==> src/rtl/ps2_key_ctrl.sv <==
// PS/2 scan-code sequencer: pops bytes from the receive FIFO, decodes set-2
// make/break/extended sequences and holds key state for the display path.
module ps2_key_ctrl #(
    parameter int COUNT_W       = 8,
    parameter bit REPEAT_COUNTS = 1'b0
) (
    input  logic               clk_i,
    input  logic               rst_i,
    input  logic               ps2_ready_i,
    input  logic [7:0]         ps2_data_i,
    input  logic               ps2_overflow_i,
    output logic               ps2_nextdata_n_o,
    output logic [7:0]         key_code_o,
    output logic               key_ext_o,
    output logic               key_held_o,
    output logic [7:0]         ascii_o,
    output logic [COUNT_W-1:0] press_count_o,
    output logic               err_overflow_o
);

    typedef enum logic [1:0] {
        S_WAIT   = 2'd0,
        S_POP    = 2'd1,
        S_DECODE = 2'd2
    } state_t;

    state_t             state_q;
    logic [7:0]         rx_byte_q;
    logic               nextdata_n_q;
    logic [7:0]         key_code_q;
    logic               key_ext_q;
    logic               key_held_q;
    logic [7:0]         ascii_q;
    logic [COUNT_W-1:0] press_count_q;
    logic               err_overflow_q;
    logic               break_pend_q;
    logic               ext_pend_q;

    logic [7:0]         ascii_d;
    logic               same_key_d;

    // Set-2 letters, digits and space; extended codes never map.
    always_comb begin
        ascii_d = 8'h00;
        if (!ext_pend_q) begin
            case (rx_byte_q)
                8'h1C: ascii_d = 8'h61;  8'h32: ascii_d = 8'h62;
                8'h21: ascii_d = 8'h63;  8'h23: ascii_d = 8'h64;
                8'h24: ascii_d = 8'h65;  8'h2B: ascii_d = 8'h66;
                8'h34: ascii_d = 8'h67;  8'h33: ascii_d = 8'h68;
                8'h43: ascii_d = 8'h69;  8'h3B: ascii_d = 8'h6A;
                8'h42: ascii_d = 8'h6B;  8'h4B: ascii_d = 8'h6C;
                8'h3A: ascii_d = 8'h6D;  8'h31: ascii_d = 8'h6E;
                8'h44: ascii_d = 8'h6F;  8'h4D: ascii_d = 8'h70;
                8'h15: ascii_d = 8'h71;  8'h2D: ascii_d = 8'h72;
                8'h1B: ascii_d = 8'h73;  8'h2C: ascii_d = 8'h74;
                8'h3C: ascii_d = 8'h75;  8'h2A: ascii_d = 8'h76;
                8'h1D: ascii_d = 8'h77;  8'h22: ascii_d = 8'h78;
                8'h35: ascii_d = 8'h79;  8'h1A: ascii_d = 8'h7A;
                8'h45: ascii_d = 8'h30;  8'h16: ascii_d = 8'h31;
                8'h1E: ascii_d = 8'h32;  8'h26: ascii_d = 8'h33;
                8'h25: ascii_d = 8'h34;  8'h2E: ascii_d = 8'h35;
                8'h36: ascii_d = 8'h36;  8'h3D: ascii_d = 8'h37;
                8'h3E: ascii_d = 8'h38;  8'h46: ascii_d = 8'h39;
                8'h29: ascii_d = 8'h20;
                default: ascii_d = 8'h00;
            endcase
        end
    end

    assign same_key_d = (rx_byte_q == key_code_q) && (ext_pend_q == key_ext_q);

    always_ff @(posedge clk_i) begin
        if (rst_i) begin
            state_q        <= S_WAIT;
            rx_byte_q      <= 8'h00;
            nextdata_n_q   <= 1'b1;
            key_code_q     <= 8'h00;
            key_ext_q      <= 1'b0;
            key_held_q     <= 1'b0;
            ascii_q        <= 8'h00;
            press_count_q  <= '0;
            err_overflow_q <= 1'b0;
            break_pend_q   <= 1'b0;
            ext_pend_q     <= 1'b0;
        end else begin
            if (ps2_overflow_i)
                err_overflow_q <= 1'b1;
            case (state_q)
                S_WAIT: begin
                    if (ps2_ready_i) begin
                        rx_byte_q    <= ps2_data_i;
                        nextdata_n_q <= 1'b0;
                        state_q      <= S_POP;
                    end
                end
                S_POP: begin
                    nextdata_n_q <= 1'b1;
                    state_q      <= S_DECODE;
                end
                S_DECODE: begin
                    state_q <= S_WAIT;
                    if (rx_byte_q == 8'hE0) begin
                        ext_pend_q <= 1'b1;
                    end else if (rx_byte_q == 8'hF0) begin
                        break_pend_q <= 1'b1;
                    end else if (break_pend_q) begin
                        // Releasing a key other than the current one is ignored.
                        if (same_key_d)
                            key_held_q <= 1'b0;
                        break_pend_q <= 1'b0;
                        ext_pend_q   <= 1'b0;
                    end else begin
                        if (!key_held_q || !same_key_d) begin
                            key_code_q    <= rx_byte_q;
                            key_ext_q     <= ext_pend_q;
                            key_held_q    <= 1'b1;
                            ascii_q       <= ascii_d;
                            press_count_q <= press_count_q + COUNT_W'(1);
                        end else if (REPEAT_COUNTS) begin
                            press_count_q <= press_count_q + COUNT_W'(1);
                        end
                        ext_pend_q <= 1'b0;
                    end
                end
                default: state_q <= S_WAIT;
            endcase
        end
    end

    assign ps2_nextdata_n_o = nextdata_n_q;
    assign key_code_o       = key_code_q;
    assign key_ext_o        = key_ext_q;
    assign key_held_o       = key_held_q;
    assign ascii_o          = ascii_q;
    assign press_count_o    = press_count_q;
    assign err_overflow_o   = err_overflow_q;

endmodule

==> config.mk <==
export PLATFORM = sky130hd
export DESIGN_NAME = ps2_key_ctrl
export DESIGN_NICKNAME = d
export VERILOG_FILES = /design/src/rtl/ps2_key_ctrl.sv
export SDC_FILE = /design/constraint.sdc
export NUM_CORES = 1
export LEC_CHECK = 0
export ABC_AREA = 1
export CORE_UTILIZATION = 40
export CTS_CLUSTER_SIZE = 14
export DETAILED_ROUTE_END_ITERATION = 12
export PLACE_DENSITY = 0.73
export SYNTH_ARGS = -nofsm -noshare
export SYNTH_HDL_FRONTEND = slang
export SYNTH_SLANG_ARGS = --single-unit
==> constraint.sdc <==
create_clock -name clk_i -period 2 [get_ports clk_i]
set_clock_uncertainty 0.1 [all_clocks]
set_input_delay 0.3 -clock clk_i [delete_from_list [all_inputs] [get_ports clk_i]]
set_output_delay 0.3 -clock clk_i [all_outputs]
set_load 0.03 [all_outputs]
* After elaboration in Yosys (flattened, before gate mapping)
Memories as Yosys holds them, arrays and structs flattened. A register that Yosys moved wholly into a read port is not among the register bits. Index checks and enable logic that the tools add are counted.
Cells by class: add/sub/neg operators 1, equal/unequal tests 9, muxes and demuxes 14, bitwise logic cells 3, reduce and logical (&&, ||, !) cells 13
Operators with widths (count):
- == test 8 bit (second input constant) | 2
- 2-to-1 mux 8 bit | 2
- 2-to-1 mux 7 bit | 2
- AND reduction 5 bit | 2
- adder 8 x 1 -> 8 bit (second input constant) | 1
- == test 8 bit | 1
- AND reduction 2 bit | 4
- 2-to-1 mux 1 bit | 7
- != test 2 bit (second input constant) | 2
- case mux 2 bit (2 select lines) | 1
- nonzero test 2 bit | 2
- inverter 1 bit | 3
- == test 2 x 1 -> 1 bit (second input constant) | 1
- == test 2 bit (second input constant) | 1
- logical NOT 1 bit | 2
- logical NOT 2 bit | 1
- 2-to-1 mux 2 bit | 1
- != test 2 x 1 -> 1 bit (second input constant) | 1
- case mux 1 bit (2 select lines) | 1
- == test 1 bit | 1
- logical AND 1 bit | 1
- logical OR 1 bit | 1
Storage, ports and cells: register bits after elaboration 40, bits in read-only memories 896, input bits 12, word-level logic and storage cells 52, memories kept 1
Memory list:
- (name not given) | words 128, bits a word 7, rd ports 1, clocked after Yosys merged registers in 1, write ports 0, line 46 | case (rx_byte_q)

* Logic depth before layout (Yosys ltp)
Gate-level depths: netlist (run 1).
depth in word-level cells 6, mapped depth 15, mapped depth without buffers 15

* Worst setup path after synthesis (run 1)
OpenSTA, ideal clock, no wires.
kind reg-to-reg, from register state_q[0], to register (tool-made name), arrival 1.780 ns, data required time 1.780 ns, slack 0.001 ns, stages on the path, launching flop included 13, buffers on the path 1, period minus slack after synthesis 1.999 ns, path through dfxtp_1 -> nor2_4 -> nand2_2 -> buf_6 -> nand2_1 -> nand3_1 -> ha_1 -> nand2_1 -> nand2_1 -> o21ai_1 -> clkinv_1 -> o211ai_1 -> nand2_1
RTL lines:
- start: declaration | line 27 | state_t state_q;
- start signal: assignment | line 75 | state_q <= S_WAIT;
- start signal: assignment | line 94 | state_q <= S_POP;
- start signal: assignment | line 99 | state_q <= S_DECODE;

==> results.sh, run 1 <==
export IMPL_syn_num_nets=411
export IMPL_via_per_inst=5.08
export IMPL_cp_end_kind="flop"
export IMPL_status="complete, but fails checks"
export IMPL_initial_core_util=0.414
export IMPL_clkSinkCount=46
export IMPL_clock_latency_ps=300
export IMPL_ys_ff_latch=46
export IMPL_synth_area_leader_cell="dfxtp_1"
export IMPL_holdPathStages=2
export IMPL_grt_pass1_vias=2581
export IMPL_place_ws_ps=-552
export IMPL_drv_slew=0
export IMPL_wl_um=7210
export IMPL_ff2ff_setup_slack_ps=-80
export IMPL_synth_common_cells="99 x nand2_1, 68 x nor2_1, 46 x dfxtp_1"
export IMPL_coreArea_mm2=0.00635
export IMPL_synth_edf_count=0
export IMPL_die_h_um=83.1
export IMPL_worstSetupStartpointType="flop"
export IMPL_htree_levels=2
export IMPL_place_area_mm2=0.00333
export IMPL_p_seq_frac=0.419
export IMPL_seq_area_frac_synth=0.350
export IMPL_antenna_found_initial=0
export IMPL_vdd_drop_max_mv=0.463
export IMPL_drc=0
export IMPL_clk_pin_slew_worst_paths_ps=90
export IMPL_yosysTopAreaCellShare=0.350
export IMPL_initialDrtViolationCount=138
export IMPL_syn_area_mm2=0.00263
export IMPL_async_reset_ff_frac=0
export IMPL_violations="setup timing"
export IMPL_synth_top_cells_by_area="dfxtp_1 35%, nand2_1 14%, nor2_1 9.7%"
export IMPL_p_leak_uw=0.00171
export IMPL_die_w_um=83.1
export IMPL_fmax_mhz=481
export IMPL_grt_pass1_wl_um=11600
export IMPL_rr_worst_depth=15
export IMPL_final_layout_size_suffix_gt1_frac=0.233
export IMPL_yosys_warnings=0
export IMPL_p_comb_frac=0.295
export IMPL_synth_most_common_cell="nand2_1"
export IMPL_syn_to_final_growth_pct=42.6
export IMPL_yosysUniqueCellTypes=35
export IMPL_io_pins=40
export IMPL_period_share=1.04
export IMPL_io_buffers=38
export IMPL_period_needed_ps=2080
export IMPL_syn_area_per_cell_um2=6.70
export IMPL_syn_inst=392
export IMPL_dp_hpwl_um=5240
export IMPL_power_switching_uw=757
export IMPL_cts_tree="built"
export IMPL_worst_setup_path_type="reg -> reg"
export IMPL_final_nets=491
export IMPL_grt_usage=0.204
export IMPL_hold_viol=0
export IMPL_clock_tree_root_cell="clkbuf_8"
export IMPL_setup_slack_ps=-77.2
export IMPL_cap_viol_max_count=0
export IMPL_numCtsBuffers=5
export IMPL_die_area_mm2=0.00690
export IMPL_grt_start_max_net_pins=24
export IMPL_holdCritPathClass="reg -> reg"
export IMPL_n_antenna_cell=0
export IMPL_synthFlopType="dfxtp_1"
export IMPL_setup_viol=1
export IMPL_p_int_uw=1650
export IMPL_rsz0062_at_grt="true"
export IMPL_row_count=29
export IMPL_fin_area_mm2=0.00375
export IMPL_ctsLongestPathBuffers=2
export IMPL_overflow=0
export IMPL_arrival_ps=2170
export IMPL_power_frac_clock=0.286
export IMPL_wl_per_cell_um=13.1
export IMPL_power_density_mw_per_mm2=642
export IMPL_p_sw_frac=0.315
export IMPL_vias=2796
export IMPL_gp_congestion=0.884
export IMPL_path_max_fanout=4
export IMPL_cp_required_ps=2100
export IMPL_drtAntennaViolNets=0
export IMPL_drt_pass1_iter_count=4
[cell type report]
type                       count  area (um2)
timing repair buffer          87         781
clock buffer                   7        76.3
inverter                      35         139
tap                           77        96.3
multi-input combinational    297        1700
fill                         562        2600
sequential                    46         923
clock inverter                 1        30.0
[final timing paths]
| kind | to | start |
|---|---|---|
| setup / recovery | flop | state_q[0]$_SDFFE_PP0P_ |
| hold reg to reg | err_overflow_o$_SDFFE_PP0P_ | err_overflow_o$_SDFFE_PP0P_ |
| setup reg to reg | flop | state_q[0]$_SDFFE_PP0P_ |
| hold / removal | err_overflow_o$_SDFFE_PP0P_ | err_overflow_o$_SDFFE_PP0P_ |
[kinds of logic (layout without fill, tap and decap cells)]
logic type      count (synthesis)  after routing  synth area share
compound gates                 44             44            0.0876
xor+xnor                       12             12            0.0400
fa+ha+maj                       7              7            0.0333
buf+inv                        49            130            0.0829
flops                          46             46             0.350
other cells                     1              1           0.00143
simple gates                  233            233             0.404
[metrics by stage]
step | total power, uW | utilization | std cells | hold slack [ps] | TNS [ps]
6_report | 2400 | 0.590 | 550 | 387 | -77.2
5_1_grt | 2540 | 0.590 | 550 | 416 | -734
4_1_cts | 2310 | 0.546 | 544 | 393 | -26.6
3_5_place_dp | 1620 | 0.524 | 534 | 373 | -3520
3_3_place_gp | 1620 | 0.524 | 534 | 350 | -3150
2_1_floorplan | 1390 | - | 392 | 283 | 0
[metal layers]
metal / vias to the layer above / track usage / part of all wire
met5: - / 0 / 0
met2: 76 / 0.346 / 0.49
met1: 1291 / 0.251 / 0.44
met3: 18 / 0.0378 / 0.043
li1: 1411 / - / -
met4: 0 / 0.0909 / 0.026
[worst max-delay path, cell delays in order, from the launching register on]
cell      delay (ps)
dfxtp_2          340
nor2_4           200
buf_6            130
nand3_2           60
nand3_2          110
inv_2             70
ha_4             250
nand4_1          110
nand2_1          100
inv_1             40
nand2_1           50
nand2_1           50
o21bai_1         170
nand2_1           70
nand2_1           70
nand2_1           50
[what timing repair did]
action                     in CTS  in global routing
hold endpoints to repair        0                  0
hold buffers                    0                  0
setup endpoints to repair       7                 15
gates resized for setup         8                 54
pin swaps                       3                 22
cloned                          0                  0
buffers inserted                2                  6
[power by group through the flow]
stage               combinational (uW)  clock [uW]  sequential (uW)
finish                             708         688             1010
floorplan                          330           0             1060
global placement                   591           0             1030
detailed placement                 591           0             1030
global route                       772         747             1020
CTS                                604         700             1010
[placed cells by master (no fill, tap or decap), types with 6 or more instances in the layout]
master           count
a21oi_1             16
buf_4               40
buf_6                9
clkdlybuf4s50_1     37
dfxtp_1             44
inv_1               27
inv_2                6
nand2_1             89
nand2_2              8
nand3_1             22
nand3_2              8
nand4_1              8
nor2_1              67
o21ai_0             21
xnor2_1              6
xor2_1               6
No activity file was read; power rests on OpenSTA's default activity.
==> run 2: changes to the inputs <==
--- a/config.mk
+++ b/config.mk
@@ -10,6 +10,7 @@
 export CTS_CLUSTER_SIZE = 14
 export DETAILED_ROUTE_END_ITERATION = 12
 export PLACE_DENSITY = 0.73
+export SKIP_LAST_GASP = 1
 export SYNTH_ARGS = -nofsm -noshare
 export SYNTH_HDL_FRONTEND = slang
 export SYNTH_SLANG_ARGS = --single-unit
==> results.sh, run 2 (synthesis results as in run 1) <==
export IMPL_p_sw_frac=0.315
export IMPL_critical_path_slowest_cell="dfxtp_2"
export IMPL_grt_start_max_net_pins=24
export IMPL_power_density_mw_per_mm2=643
export IMPL_fmax_mhz=492
export IMPL_period_share=1.02
export IMPL_setup_slack_ps=-33.3
export IMPL_status="complete, but fails checks"
export IMPL_grt_usage=0.204
export IMPL_p_int_uw=1640
export IMPL_grt_pass1_wl_um=11600
export IMPL_io_buffers=38
export IMPL_crit_path_cell_trace="nor2_4 > buf_6 > nand3_2 > nand3_2 > inv_2 > ha_1 > nand4_1 > nand2_1 > inv_1 > nand2_1 > nand2_1 > o21bai_1 > nand2_1 > nand2_1 > nand2_1"
export IMPL_postCtsHoldBufs=0
export IMPL_slowest_delay_ps=340
export IMPL_wl_um=7170
export IMPL_violations="setup timing"
export IMPL_rr_worst_depth=15
export IMPL_cp_end_kind="flop"
export IMPL_fillers=571
export IMPL_rsz0062_at_grt="true"
export IMPL_drtAntennaViolNets=0
export IMPL_setup_viol=3
export IMPL_holdWs_ps=387
export IMPL_final_nets=491
export IMPL_p_comb_frac=0.292
export IMPL_wl_per_cell_um=13.0
export IMPL_io_pins=40
export IMPL_clkSinkCount=46
export IMPL_layout_common_cells="85 x nand2_1, 66 x nor2_1, 44 x dfxtp_1, 39 x buf_4, 37 x clkdlybuf4s50_1"
export IMPL_via_per_inst=5.19
export IMPL_path_max_fanout=4
export IMPL_initialDrtViolationCount=116
export IMPL_initial_core_util=0.414
export IMPL_clk_pin_slew_worst_paths_ps=90
export IMPL_drc=0
export IMPL_clock_latency_ps=300
export IMPL_drt_pass1_iter_count=5
export IMPL_crit_top_cell="nand2_1"
export IMPL_clock_tree_root_cell="clkbuf_8"
export IMPL_holdCritPathClass="reg -> reg"
export IMPL_cts_tree="built"
export IMPL_die_area_mm2=0.00690
export IMPL_drv_slew=0
export IMPL_numCtsBuffers=5
export IMPL_power_switching_uw=757
export IMPL_vias=2854
export IMPL_tns_ps=-58.9
export IMPL_dp_hpwl_um=5240
export IMPL_cap_viol_max_count=0
export IMPL_fin_cells=550
export IMPL_antenna_found_initial=0
export IMPL_final_layout_size_suffix_gt1_frac=0.247
export IMPL_overflow=0
export IMPL_ctsLongestPathBuffers=2
export IMPL_syn_to_final_growth_pct=42.0
export IMPL_die_w_um=83.1
export IMPL_p_seq_frac=0.420
export IMPL_htree_levels=2
export IMPL_worst_setup_path_type="reg -> reg"
export IMPL_die_h_um=83.1
export IMPL_worstSetupStartpointType="flop"
export IMPL_n_antenna_cell=0
export IMPL_final_common_cell="nand2_1"
export IMPL_power_frac_clock=0.288
export IMPL_hold_viol=0
export IMPL_arrival_ps=2130
export IMPL_gp_congestion=0.884
export IMPL_vdd_drop_max_mv=0.533
export IMPL_grt_pass1_vias=2579
export IMPL_coreArea_mm2=0.00635
export IMPL_cp_required_ps=2100
export IMPL_period_needed_ps=2030
export IMPL_p_leak_uw=0.00169
export IMPL_finish_utilization=0.588
export IMPL_row_count=29
export IMPL_placed_cells=534
export IMPL_holdPathStages=2
## run 2: cell counts in the layout (fill, tap and decap cells not counted)
Identical to the previous run, type by type.
## run 2: path summary, 6_finish.rpt
kind	slack [ps]	endpoint	from
setup / recovery	-30	flop	state_q[0]$_SDFFE_PP0P_
hold / removal	390	err_overflow_o$_SDFFE_PP0P_	err_overflow_o$_SDFFE_PP0P_
setup reg to reg	-30	flop	state_q[0]$_SDFFE_PP0P_
hold reg to reg	390	err_overflow_o$_SDFFE_PP0P_	err_overflow_o$_SDFFE_PP0P_
## run 2: metrics by stage
step / power, uW / setup WS, ps / instance area, um2
5_1_grt: 2530 / -164 / 3730
2_1_floorplan: 1390 / 0.635 / 2630
6_report: 2400 / -33.3 / 3730
4_1_cts: 2310 / -26.3 / 3460
3_5_place_dp: 1620 / -552 / 3330
3_3_place_gp: 1620 / -548 / 3330
## run 2: worst max-delay path, delay by kind of cell (launching register included)
family	cells	cell delay, ps
AO/OA/AOI/OAI	1	140
adder cells (fa/ha/maj)	1	270
buffers and inverters	3	220
flip-flops	1	340
AND/OR/NAND/NOR	10	880
## run 2: power by group through the flow
stage | combinational, uW | clock [uW] | sequential [uW]
after global routing | 760 | 749 | 1020
final | 700 | 692 | 1010
after detailed placement | 591 | 0 | 1030
after global placement | 591 | 0 | 1030
after CTS | 603 | 700 | 1010
after floorplan | 330 | 0 | 1060
## run 2: layer usage
| layer | global-route usage | wire length [um] | vias up |
|---|---|---|---|
| li1 | - | - | 1413 |
| met1 | 0.251 | 3080 | 1314 |
| met2 | 0.344 | 3510 | 106 |
| met3 | 0.0378 | 361 | 21 |
| met4 | 0.0956 | 214 | 0 |
| met5 | 0 | 0 | - |
## run 2: repair_timing
item	in CTS	in global routing
resized for setup	6	62
buffers inserted	2	6
pin swaps	2	26
endpoints found under the setup margin	7	15
gates cloned	0	0
## run 2: final cells by class
type | instances | area (um2) | area share
Clock buffer | 7 | 76.3 | 0.0204
Clock inverter | 1 | 30.0 | 0.00805
Inverter | 35 | 139 | 0.0372
Multi-Input combinational cell | 297 | 1680 | 0.450
Sequential cell | 46 | 923 | 0.247
Tap cell | 77 | 96.3 | 0.0258
Timing Repair Buffer | 87 | 788 | 0.211
